===== src/rtl/spi_master_ctrl_if.sv =====
// Host/pin bundle for the SPI master transaction controller.
// The master modport is the controller's view; slave is the host/pad side.
interface spi_master_ctrl_if #(
  parameter int DATA_W = 8,
  parameter int DIV_W  = 8
);
  logic              start;
  logic [DATA_W-1:0] tx_data;
  logic [DIV_W-1:0]  div;
  logic              cpol;
  logic              cpha;
  logic              miso;
  logic              busy;
  logic              done;
  logic [DATA_W-1:0] rx_data;
  logic              sclk;
  logic              sclk_oe;
  logic              mosi;
  logic              cs_n;

  modport master (
    input  start, tx_data, div, cpol, cpha, miso,
    output busy, done, rx_data, sclk, sclk_oe, mosi, cs_n
  );

  modport slave (
    output start, tx_data, div, cpol, cpha, miso,
    input  busy, done, rx_data, sclk, sclk_oe, mosi, cs_n
  );
endinterface


===== src/rtl/spi_master_ctrl.sv =====
// SPI master transaction controller: one full-duplex MSB-first word per
// accepted start, with a counted burst of 2*DATA_W SCLK edges framed by a
// setup and hold interval of one half-period each.
module spi_master_ctrl #(
  parameter int DATA_W = 8,
  parameter int DIV_W  = 8
) (
  input  logic              clk,
  input  logic              reset,
  spi_master_ctrl_if.master bus
);

  localparam int EDGE_W = $clog2(2 * DATA_W + 1);
  localparam logic [EDGE_W-1:0] LAST_EDGE = EDGE_W'(2 * DATA_W);

  typedef enum logic [1:0] {
    S_IDLE,
    S_SETUP,
    S_XFER,
    S_HOLD
  } state_t;

  state_t            r_state;
  logic [DIV_W-1:0]  r_cnt;
  logic [DIV_W-1:0]  r_div;
  logic [EDGE_W-1:0] r_edge;
  logic              r_cpha;
  logic [DATA_W-1:0] r_tx;
  logic [DATA_W-1:0] r_rx;
  logic              r_busy;
  logic              r_done;
  logic [DATA_W-1:0] r_rx_data;
  logic              r_sclk;
  logic              r_sclk_oe;
  logic              r_mosi;
  logic              r_cs_n;

  logic              w_tick;
  logic [EDGE_W-1:0] w_edge;
  logic              w_sample;

  // Half-period tick, 1-based index of the edge about to be produced, and
  // whether that edge samples MISO (leading for CPHA=0, trailing for CPHA=1).
  assign w_tick   = (r_cnt == r_div);
  assign w_edge   = r_edge + 1'b1;
  assign w_sample = w_edge[0] ^ r_cpha;

  // Transfer sequencer: all pin and handshake outputs are registered here.
  always_ff @(posedge clk or negedge reset) begin
    if (!reset) begin
      r_state   <= S_IDLE;
      r_cnt     <= '0;
      r_div     <= '0;
      r_edge    <= '0;
      r_cpha    <= 1'b0;
      r_tx      <= '0;
      r_rx      <= '0;
      r_busy    <= 1'b0;
      r_done    <= 1'b0;
      r_rx_data <= '0;
      r_sclk    <= 1'b0;
      r_sclk_oe <= 1'b0;
      r_mosi    <= 1'b0;
      r_cs_n    <= 1'b1;
    end else begin
      r_done <= 1'b0;
      case (r_state)
        S_IDLE: begin
          r_sclk    <= bus.cpol;
          r_sclk_oe <= 1'b0;
          r_cs_n    <= 1'b1;
          r_cnt     <= '0;
          r_edge    <= '0;
          if (bus.start) begin
            r_div     <= bus.div;
            r_cpha    <= bus.cpha;
            r_rx      <= '0;
            r_busy    <= 1'b1;
            r_cs_n    <= 1'b0;
            r_sclk_oe <= 1'b1;
            r_state   <= S_SETUP;
            // CPHA=0 needs the MSB on the wire before the first leading
            // edge; CPHA=1 presents it on that leading edge instead.
            if (!bus.cpha) begin
              r_mosi <= bus.tx_data[DATA_W-1];
              r_tx   <= {bus.tx_data[DATA_W-2:0], 1'b0};
            end else begin
              r_mosi <= 1'b0;
              r_tx   <= bus.tx_data;
            end
          end
        end

        S_SETUP: begin
          if (w_tick) begin
            r_cnt   <= '0;
            r_state <= S_XFER;
          end else begin
            r_cnt <= r_cnt + 1'b1;
          end
        end

        S_XFER: begin
          if (w_tick) begin
            r_cnt  <= '0;
            r_edge <= w_edge;
            r_sclk <= ~r_sclk;
            if (w_sample) begin
              r_rx <= {r_rx[DATA_W-2:0], bus.miso};
            end else if (r_cpha || (w_edge != LAST_EDGE)) begin
              // No shift on the final trailing edge for CPHA=0: the last
              // bit must stay valid through the hold interval.
              r_mosi <= r_tx[DATA_W-1];
              r_tx   <= {r_tx[DATA_W-2:0], 1'b0};
            end
            if (w_edge == LAST_EDGE) begin
              r_state <= S_HOLD;
            end
          end else begin
            r_cnt <= r_cnt + 1'b1;
          end
        end

        S_HOLD: begin
          if (w_tick) begin
            r_cnt     <= '0;
            r_state   <= S_IDLE;
            r_cs_n    <= 1'b1;
            r_sclk_oe <= 1'b0;
            r_busy    <= 1'b0;
            r_done    <= 1'b1;
            r_rx_data <= r_rx;
          end else begin
            r_cnt <= r_cnt + 1'b1;
          end
        end

        default: begin
          r_state <= S_IDLE;
        end
      endcase
    end
  end

  assign bus.busy    = r_busy;
  assign bus.done    = r_done;
  assign bus.rx_data = r_rx_data;
  assign bus.sclk    = r_sclk;
  assign bus.sclk_oe = r_sclk_oe;
  assign bus.mosi    = r_mosi;
  assign bus.cs_n    = r_cs_n;

endmodule

===== src/flat_wrapper.sv =====
// flat-port wrapper written by rule: the top's interface ports become plain ports
module spi_master_ctrl_flat 
#(
  parameter int DATA_W = 8,
  parameter int DIV_W  = 8
)
  (clk, reset, bus_start, bus_tx_data, bus_div, bus_cpol, bus_cpha, bus_miso, bus_busy, bus_done, bus_rx_data, bus_sclk, bus_sclk_oe, bus_mosi, bus_cs_n);
  spi_master_ctrl_if #(.DATA_W(DATA_W), .DIV_W(DIV_W)) bus_i ();
  input  logic clk;
  input  logic reset;
  input wire logic [$bits(bus_i.start)-1:0] bus_start;
  input wire logic [$bits(bus_i.tx_data)-1:0] bus_tx_data;
  input wire logic [$bits(bus_i.div)-1:0] bus_div;
  input wire logic [$bits(bus_i.cpol)-1:0] bus_cpol;
  input wire logic [$bits(bus_i.cpha)-1:0] bus_cpha;
  input wire logic [$bits(bus_i.miso)-1:0] bus_miso;
  output wire logic [$bits(bus_i.busy)-1:0] bus_busy;
  output wire logic [$bits(bus_i.done)-1:0] bus_done;
  output wire logic [$bits(bus_i.rx_data)-1:0] bus_rx_data;
  output wire logic [$bits(bus_i.sclk)-1:0] bus_sclk;
  output wire logic [$bits(bus_i.sclk_oe)-1:0] bus_sclk_oe;
  output wire logic [$bits(bus_i.mosi)-1:0] bus_mosi;
  output wire logic [$bits(bus_i.cs_n)-1:0] bus_cs_n;
  assign bus_i.start = bus_start;
  assign bus_i.tx_data = bus_tx_data;
  assign bus_i.div = bus_div;
  assign bus_i.cpol = bus_cpol;
  assign bus_i.cpha = bus_cpha;
  assign bus_i.miso = bus_miso;
  assign bus_busy = bus_i.busy;
  assign bus_done = bus_i.done;
  assign bus_rx_data = bus_i.rx_data;
  assign bus_sclk = bus_i.sclk;
  assign bus_sclk_oe = bus_i.sclk_oe;
  assign bus_mosi = bus_i.mosi;
  assign bus_cs_n = bus_i.cs_n;
  spi_master_ctrl #(.DATA_W(DATA_W), .DIV_W(DIV_W)) u_core (.clk(clk), .reset(reset), .bus(bus_i));
endmodule

===== config.mk =====
export PLATFORM = sky130hd
export DESIGN_NAME = spi_master_ctrl_flat
export DESIGN_NICKNAME = d
export VERILOG_FILES = /design/src/rtl/spi_master_ctrl_if.sv /design/src/rtl/spi_master_ctrl.sv /design/src/flat_wrapper.sv
export SDC_FILE = /design/constraint.sdc
export NUM_CORES = 1
export LEC_CHECK = 0
export ABC_AREA = 1
export CAP_MARGIN = 20
export CORE_ASPECT_RATIO = 1.4
export CORE_UTILIZATION = 55
export CTS_BUF_LIST = sky130_fd_sc_hd__clkbuf_4 sky130_fd_sc_hd__clkbuf_8
export CTS_CLUSTER_DIAMETER = 100
export CTS_CLUSTER_SIZE = 16
export DETAILED_ROUTE_END_ITERATION = 12
export DONT_BUFFER_PORTS = 1
export PLACE_DENSITY = 0.7
export SYNTH_ARGS = -nofsm -noshare
export SYNTH_HDL_FRONTEND = slang
export SYNTH_SLANG_ARGS = --single-unit

===== constraint.sdc =====
create_clock -name clk -period 4.4 [get_ports clk]
set_input_delay 0.88 -clock clk [delete_from_list [all_inputs] [get_ports clk]]
set_output_delay 0.88 -clock clk [all_outputs]
set_load 0.01 [all_outputs]

==> results of run 1 <==
## cells by family (layout without fill, tap and decap cells)
logic type | count (synthesis) | count (layout) | synth area share
buf+inv | 52 | 48 | 0.0807
compound gates | 24 | 24 | 0.0510
xor+xnor | 6 | 6 | 0.0213
fa+ha+maj | 7 | 7 | 0.0311
flops | 54 | 54 | 0.480
simple gates | 210 | 210 | 0.336
## cell usage in the layout (no fill, tap or decap), types with 2 or more instances in the layout
| cell type | instances |
|---|---|
| clkbuf_8 | 5 |
| dfrtp_1 | 53 |
| ha_1 | 7 |
| inv_1 | 38 |
| nand2_1 | 134 |
| nand3_1 | 8 |
| nand3_4 | 3 |
| nand4_1 | 20 |
| nor2_1 | 24 |
| nor3_1 | 13 |
| nor3b_1 | 2 |
| o21ai_0 | 13 |
| o21ai_2 | 2 |
| o22ai_1 | 3 |
| xnor2_1 | 4 |
## cells in the mapped netlist, drive strengths merged
| cell type | count | area share |
|---|---|---|
| o21ai | 16 | 0.031 |
| o22ai | 3 | 0.0067 |
| o21a | 1 | 0.0027 |
| nand3b | 1 | 0.0027 |
| nor2 | 26 | 0.038 |
| buf | 9 | 0.024 |
| inv | 39 | 0.052 |
| o221a | 1 | 0.0040 |
| clkbuf | 3 | 0.0040 |
| nand3 | 11 | 0.033 |
| clkinv | 1 | 0.0013 |
| or2 | 1 | 0.0022 |
| o21bai | 1 | 0.0027 |
| dfrtp | 53 | 0.47 |
| nor3 | 13 | 0.023 |
| nand2 | 136 | 0.19 |
| ha | 7 | 0.031 |
| nand4 | 20 | 0.044 |
| a31oi | 1 | 0.0022 |
| nor3b | 2 | 0.0053 |
| dfstp | 1 | 0.0093 |
| xor2 | 1 | 0.0031 |
| xnor2 | 5 | 0.018 |
| a21oi | 1 | 0.0018 |
## critical path, stage by stage, from the launching register on
cell and delay (ns):
dfrtp_1 0.43, inv_1 0.12, ha_1 0.68, inv_1 0.39, nand2_1 0.33, nor2_1 0.07, nor3_1 0.18, nand4_1 0.12
nand2_1 0.09
## report_power, final
| group | internal [mW] | leakage [nW] | switching [mW] |
|---|---|---|---|
| combinational | 0.225 | 0.786 | 0.454 |
| sequential | 0.632 | 0.709 | 0.104 |
| clock | 0.112 | 0.0441 | 0.162 |
## flip-flops by register name, indices dropped and copies added, names as in the netlist
register and cells:
u_core.bus.cs_n 1, u_core.bus.sclk_oe 1, u_core.bus.mosi 1, u_core.bus.busy 1, u_core.bus.done 1, u_core.bus.rx_data 8, u_core.bus.sclk 1, u_core.r_rx 8
u_core.r_cpha 1, u_core.r_cnt 8, u_core.r_state 2, u_core.r_tx 8, u_core.r_div 8, u_core.r_edge 5
## layout make-up
| cell class | instances | area (um2) |
|---|---|---|
| fill | 463 | 1970 |
| tap | 64 | 80.1 |
| inverter | 40 | 150 |
| sequential | 54 | 1350 |
| multi-input combinational | 247 | 1240 |
| clock inverter | 3 | 21.3 |
| clock buffer | 5 | 68.8 |
## stage by stage
stage / power [mW] / cell area (um2) / util
2_1_floorplan: 1.32 / 2820 / -
3_3_place_gp: 1.41 / 2820 / 0.578
3_5_place_dp: 1.43 / 2820 / 0.578
4_1_cts: 1.71 / 2910 / 0.597
5_1_grt: 1.85 / 2910 / 0.597
6_report: 1.69 / 2910 / 0.597
## worst max-delay path by stage
stage / startpoint / end / slack [ns] / cells past startpoint
3_5_place_dp: u_core.r_state[0]$_DFFE_PN0P_ / u_core.r_tx[6]$_DFFE_PN0P_ / 1.93 / 8
4_1_cts: u_core.r_state[0]$_DFFE_PN0P_ / u_core.r_tx[6]$_DFFE_PN0P_ / 1.91 / 8
6_report: u_core.r_state[0]$_DFFE_PN0P_ / u_core.r_tx[6]$_DFFE_PN0P_ / 1.93 / 8
3_3_place_gp: u_core.r_state[0]$_DFFE_PN0P_ / u_core.r_tx[5]$_DFFE_PN0P_ / 2.05 / 8
2_1_floorplan: bus_cpha / u_core.r_tx[1]$_DFFE_PN0P_ / 2.64 / 5
5_1_grt: u_core.r_state[0]$_DFFE_PN0P_ / u_core.r_tx[6]$_DFFE_PN0P_ / 1.65 / 8
## per-layer routing
| layer | vias up | GRT usage |
|---|---|---|
| met1 | 1001 | 0.231 |
| met4 | 0 | 0.0782 |
| li1 | 1107 | - |
| met5 | - | 0 |
| met3 | 2 | 0.0500 |
| met2 | 32 | 0.413 |
==> results.json, run 1 <==
{
  "status": "complete, no violations",
  "timing_worst_setup_path_type": "reg2reg",
  "numCtsBuffers": 5,
  "core-area_mm2": 0.00488,
  "crit_path_max_fanout": 21,
  "syn-cell-area_mm2": 0.00282,
  "antenna_found_initial": 0,
  "layout.nets": 377,
  "power_density_mw_per_mm2": 580,
  "drt-met1-wl_mm": 2.13,
  "drc": 0,
  "num_vias": 2142,
  "top_layer_used": "met4",
  "cts_setup_buffers": 0,
  "grt_setup_unrepaired": "false",
  "first_pass_iters": 4,
  "rrSetupSlack_ns": 1.93,
  "final.setup.worst_slack_ns": 1.93,
  "synthDistinctLibCells": 35,
  "clock_skew_ns": 0.00637,
  "wl_mm": 5.27,
  "hold_class": "in2async",
  "ys_ff_latch": 54,
  "htree_levels": 2,
  "routedWlPerCell_um": 12.8,
  "area_growth_pct": 3.28,
  "grt_pass1_wl_mm": 9.14,
  "max_slew_margin": 0.473,
  "diodes": 0,
  "dr_wl_met3_um": 162,
  "hold_violations": 0,
  "drtIter0Drc": 64,
  "fmax_ghz": 0.405,
  "drive_gt1_frac": 0.0630,
  "cts_root_buf": "clkbuf_8",
  "drv_slew": 0,
  "die_h_um": 86.7,
  "finalCritPeriodShare": 0.561,
  "ant_nets": 0,
  "wl_met2_mm": 2.94,
  "cts_tree": "built",
  "dp_cells": 405,
  "rows": 30,
  "clk_latency_ns": 0.31,
  "fin_cells": 413,
  "end_kind": "flip-flop",
  "dp_slack_ns": 1.93,
  "gp_congestion": 0.855,
  "syn_nets": 382,
  "portBuffers": 0,
  "finalCriticalPeriod_ns": 2.47,
  "critPathLaunchType": "flip-flop",
  "cap_violations": 0,
  "setup_viol": 0,
  "tightest_slew_ns": 0.791,
  "avgSynthCellArea_um2": 7.99,
  "start_util": 0.578,
  "reg2reg_from": "u_core.r_state[0]$_DFFE_PN0P_",
  "rr_endpoint": "u_core.r_tx[6]$_DFFE_PN0P_",
  "ctsLongestPathBuffers": 2,
  "die_w_um": 62.5,
  "cts_hold_buf": 0,
  "yosysSeqAreaShare": 0.480,
  "yosysWarnings": 0,
  "overflow": 0,
  "tns_ns": 0,
  "grt_use_total": 0.217,
  "grt_max_degree": 55,
  "cts_sinks": 54,
  "synthCells": 353,
  "required_ns": 4.65,
  "ioPinCount": 36,
  "hold_ws_ns": 0.258,
  "peakVddDrop_uv": 391,
  "reg2reg_depth": 8,
  "die_area_mm2": 0.00542,
  "cts_resized": 0,
  "path_clk_slew_ns": 0.10,
  "viasPerCell": 5.19,
  "power.leakage_nw": 1.54,
  "arrival_ns": 2.72,
  "grt_pass1_vias": 2056,
  "hpwl_mm": 3.76
}
Power figures use the tool's default switching activity.
==> run 2: changes to the inputs <==
- ABC_AREA: 1 -> 0
- PLACE_DENSITY: 0.7 -> 0.73
- clock period: 4.4 -> 2 ns (I/O delays scaled with it)
==> results.json, run 2 <==
{
  "status": "complete, no violations",
  "power_frac_comb": 0.409,
  "power.leakage_nw": 1.41,
  "grt_pass1_vias": 1973,
  "diodes": 0,
  "num_vias": 1801,
  "p_sw_frac": 0.369,
  "arrival_ns": 2.11,
  "hpwl_mm": 3.63,
  "syn-cell-area_mm2": 0.00281,
  "wl_mm": 5.14,
  "hold_class": "in2reg",
  "max_slew_margin": 0.796,
  "synthCells": 242,
  "setup_viol": 0,
  "portBuffers": 0,
  "routedWlPerCell_um": 16.2,
  "hold_ws_ns": 0.222,
  "die_h_um": 86.5,
  "die_area_mm2": 0.00540,
  "htree_levels": 2,
  "required_ns": 2.21,
  "final_common_cell": "dfrtp_1",
  "tightest_slew_ns": 0.306,
  "syn_nets": 271,
  "synthDistinctLibCells": 44,
  "peakVddDrop_uv": 807,
  "fmax_ghz": 0.525,
  "core-area_mm2": 0.00488,
  "intPower_mw": 2.51,
  "cts_sinks": 54,
  "crit_path_top_delay_cell": "dfrtp_1",
  "max_stage_delay_ns": 0.41,
  "synthFlopType": "dfrtp_1",
  "finalCriticalPeriod_ns": 1.90,
  "numCtsBuffers": 5,
  "synth_most_common_cell": "dfrtp_1",
  "drv_slew": 0,
  "area_growth_pct": 10.9,
  "grt_use_total": 0.212,
  "drive_gt1_frac": 0.209,
  "gp_congestion": 0.809,
  "ys_ff_latch": 54,
  "tns_ns": 0,
  "rows": 30,
  "synthTopCellsByArea": "dfrtp_1 (47%), mux2_1 (6.8%), a221oi_2 (4.3%), xnor2_1 (4.1%), nor2b_1 (4.0%)",
  "yosysWarnings": 0,
  "timing_worst_setup_path_type": "reg2reg",
  "power_density_mw_per_mm2": 1280,
  "yosys.area.top_type": "dfrtp_1",
  "power.share.sequential": 0.429,
  "ctsLongestPathBuffers": 2,
  "clock_skew_ns": 0.00637,
  "p_sw_mw": 1.47,
  "grt_pass1_wl_mm": 8.99,
  "final.setup.worst_slack_ns": 0.0961,
  "ant_nets": 0,
  "async_flop_share": 1.00,
  "finalCritPeriodShare": 0.952,
  "synth_top_area_frac": 0.472,
  "grt_setup_unrepaired": "true",
  "hold_violations": 0,
  "ioPinCount": 36,
  "cap_violations": 0,
  "critPathLaunchType": "flip-flop",
  "dp_slack_ns": 0.0612,
  "end_kind": "flip-flop",
  "grt_max_degree": 55,
  "avgSynthCellArea_um2": 11.6,
  "path_clk_slew_ns": 0.10,
  "start_util": 0.575,
  "drtIter0Drc": 57,
  "cts_tree": "built",
  "first_pass_iters": 4,
  "layout.nets": 282,
  "path_cells": "inv_1 > ha_2 > or3_1 > a221oi_2 > mux2_1",
  "crit_path_max_fanout": 7,
  "drc": 0,
  "clkPwrFrac": 0.162,
  "yosysSeqAreaShare": 0.482,
  "mostFrequentLayoutCells": "dfrtp_1 (53), nor2b_1 (17), mux2_1 (17)",
  "clk_latency_ns": 0.31,
  "antenna_found_initial": 0,
  "cts_root_buf": "clkbuf_8",
  "die_w_um": 62.4,
  "synth_enable_flop_cells": 0,
  "synth_common_cells": "dfrtp_1 (53), nor2b_1 (18), mux2_1 (17), xnor2_1 (13), nand2_1 (11)",
  "viasPerCell": 5.66,
  "overflow": 0
}
run 2: cell types whose count changed after synthesis, sizes merged, moves of 5 or more:
| cell | change |
|---|---|
| a221oi | +8 |
| nor3 | -10 |
| inv | -32 |
| xor2 | +6 |
| nor2b | +18 |
| mux2 | +26 |
| xnor2 | +8 |
| nand2 | -124 |
| nor2 | -15 |
| nand4 | -18 |
| clkbuf | +5 |
| mux2i | +10 |
| buf | -5 |
run 2: path summary, 6_finish.rpt:
path,startpoint,endpoint,slack (ns),cells after the start
max,u_core.r_state[0]$_DFFE_PN0P_,u_core.r_state[1]$_DFFE_PN0P_,0.1,5
min,bus_miso,u_core.r_rx[0]$_DFFE_PN0P_,0.22,1
min in group asynchronous,reset,u_core.r_edge[4]$_DFFE_PN0P_,0.62,2
max reg2reg,u_core.r_state[0]$_DFFE_PN0P_,u_core.r_state[1]$_DFFE_PN0P_,0.1,5
max in group asynchronous,reset,u_core.bus.cs_n$_DFFE_PN1P_,1.11,2
min reg2reg,u_core.r_rx[7]$_DFFE_PN0P_,u_core.bus.rx_data[7]$_DFFE_PN0P_,0.50,1
run 2: power groups by stage:
stage | registers, mW | logic (mW) | clock network (mW)
6_report | 1.71 | 1.63 | 0.642
5_1_grt | 1.76 | 1.83 | 0.694
4_1_cts | 1.71 | 1.61 | 0.671
3_5_place_dp | 1.73 | 1.58 | 0
3_3_place_gp | 1.72 | 1.53 | 0
2_1_floorplan | 1.67 | 1.20 | 0
run 2: layout make-up:
| class | count | area [um2] |
|---|---|---|
| fill | 405 | 1770 |
| tap | 64 | 80.1 |
| clock inverter | 3 | 28.8 |
| sequential | 54 | 1350 |
| multi-input combinational | 169 | 1390 |
| clock buffer | 5 | 68.8 |
| inverter | 7 | 26.3 |
| timing repair buffer | 16 | 171 |
run 2: repair_timing:
action	4_1_cts	5_1_grt
setup endpoints to repair	0	17
setup buffers	0	1
resized for setup	0	6
hold endpoints to repair	54	0
hold buffers	2	0
run 2: metrics by stage:
stage,cells,instance area [um2],power (mW),utilization
5_1_grt,318,3110,4.28,0.638
3_5_place_dp,307,2950,3.31,0.604
3_3_place_gp,307,2950,3.25,0.604
2_1_floorplan,242,2810,2.87,-
6_report,318,3110,3.97,0.638
4_1_cts,317,3080,4.00,0.632
run 2: logic make-up after synthesis:
logic type	count (synthesis)	synth area share
DFF	54	0.482
and+or+nand+nor	70	0.143
xor gates and xnor gates	20	0.0624
adders and majority gates	7	0.0312
AOI/OAI and AO/OA	36	0.111
muxes	36	0.140
buffers and inverters	19	0.0312
run 2: routing by layer:
| layer | GRT usage | wire length, um |
|---|---|---|
| met2 | 0.375 | 2730 |
| met4 | 0.0803 | 75 |
| met1 | 0.257 | 2160 |
| met5 | 0 | 0 |
| met3 | 0.0382 | 181 |
run 2: critical path, delay by kind of cell (launching register included):
family / cells / cell delay, ns
DFF: 1 / 0.41
adders and majority gates: 1 / 0.23
AOI/OAI and AO/OA: 1 / 0.31
and+or+nand+nor: 1 / 0.40
buffers and inverters: 1 / 0.10
muxes: 1 / 0.35
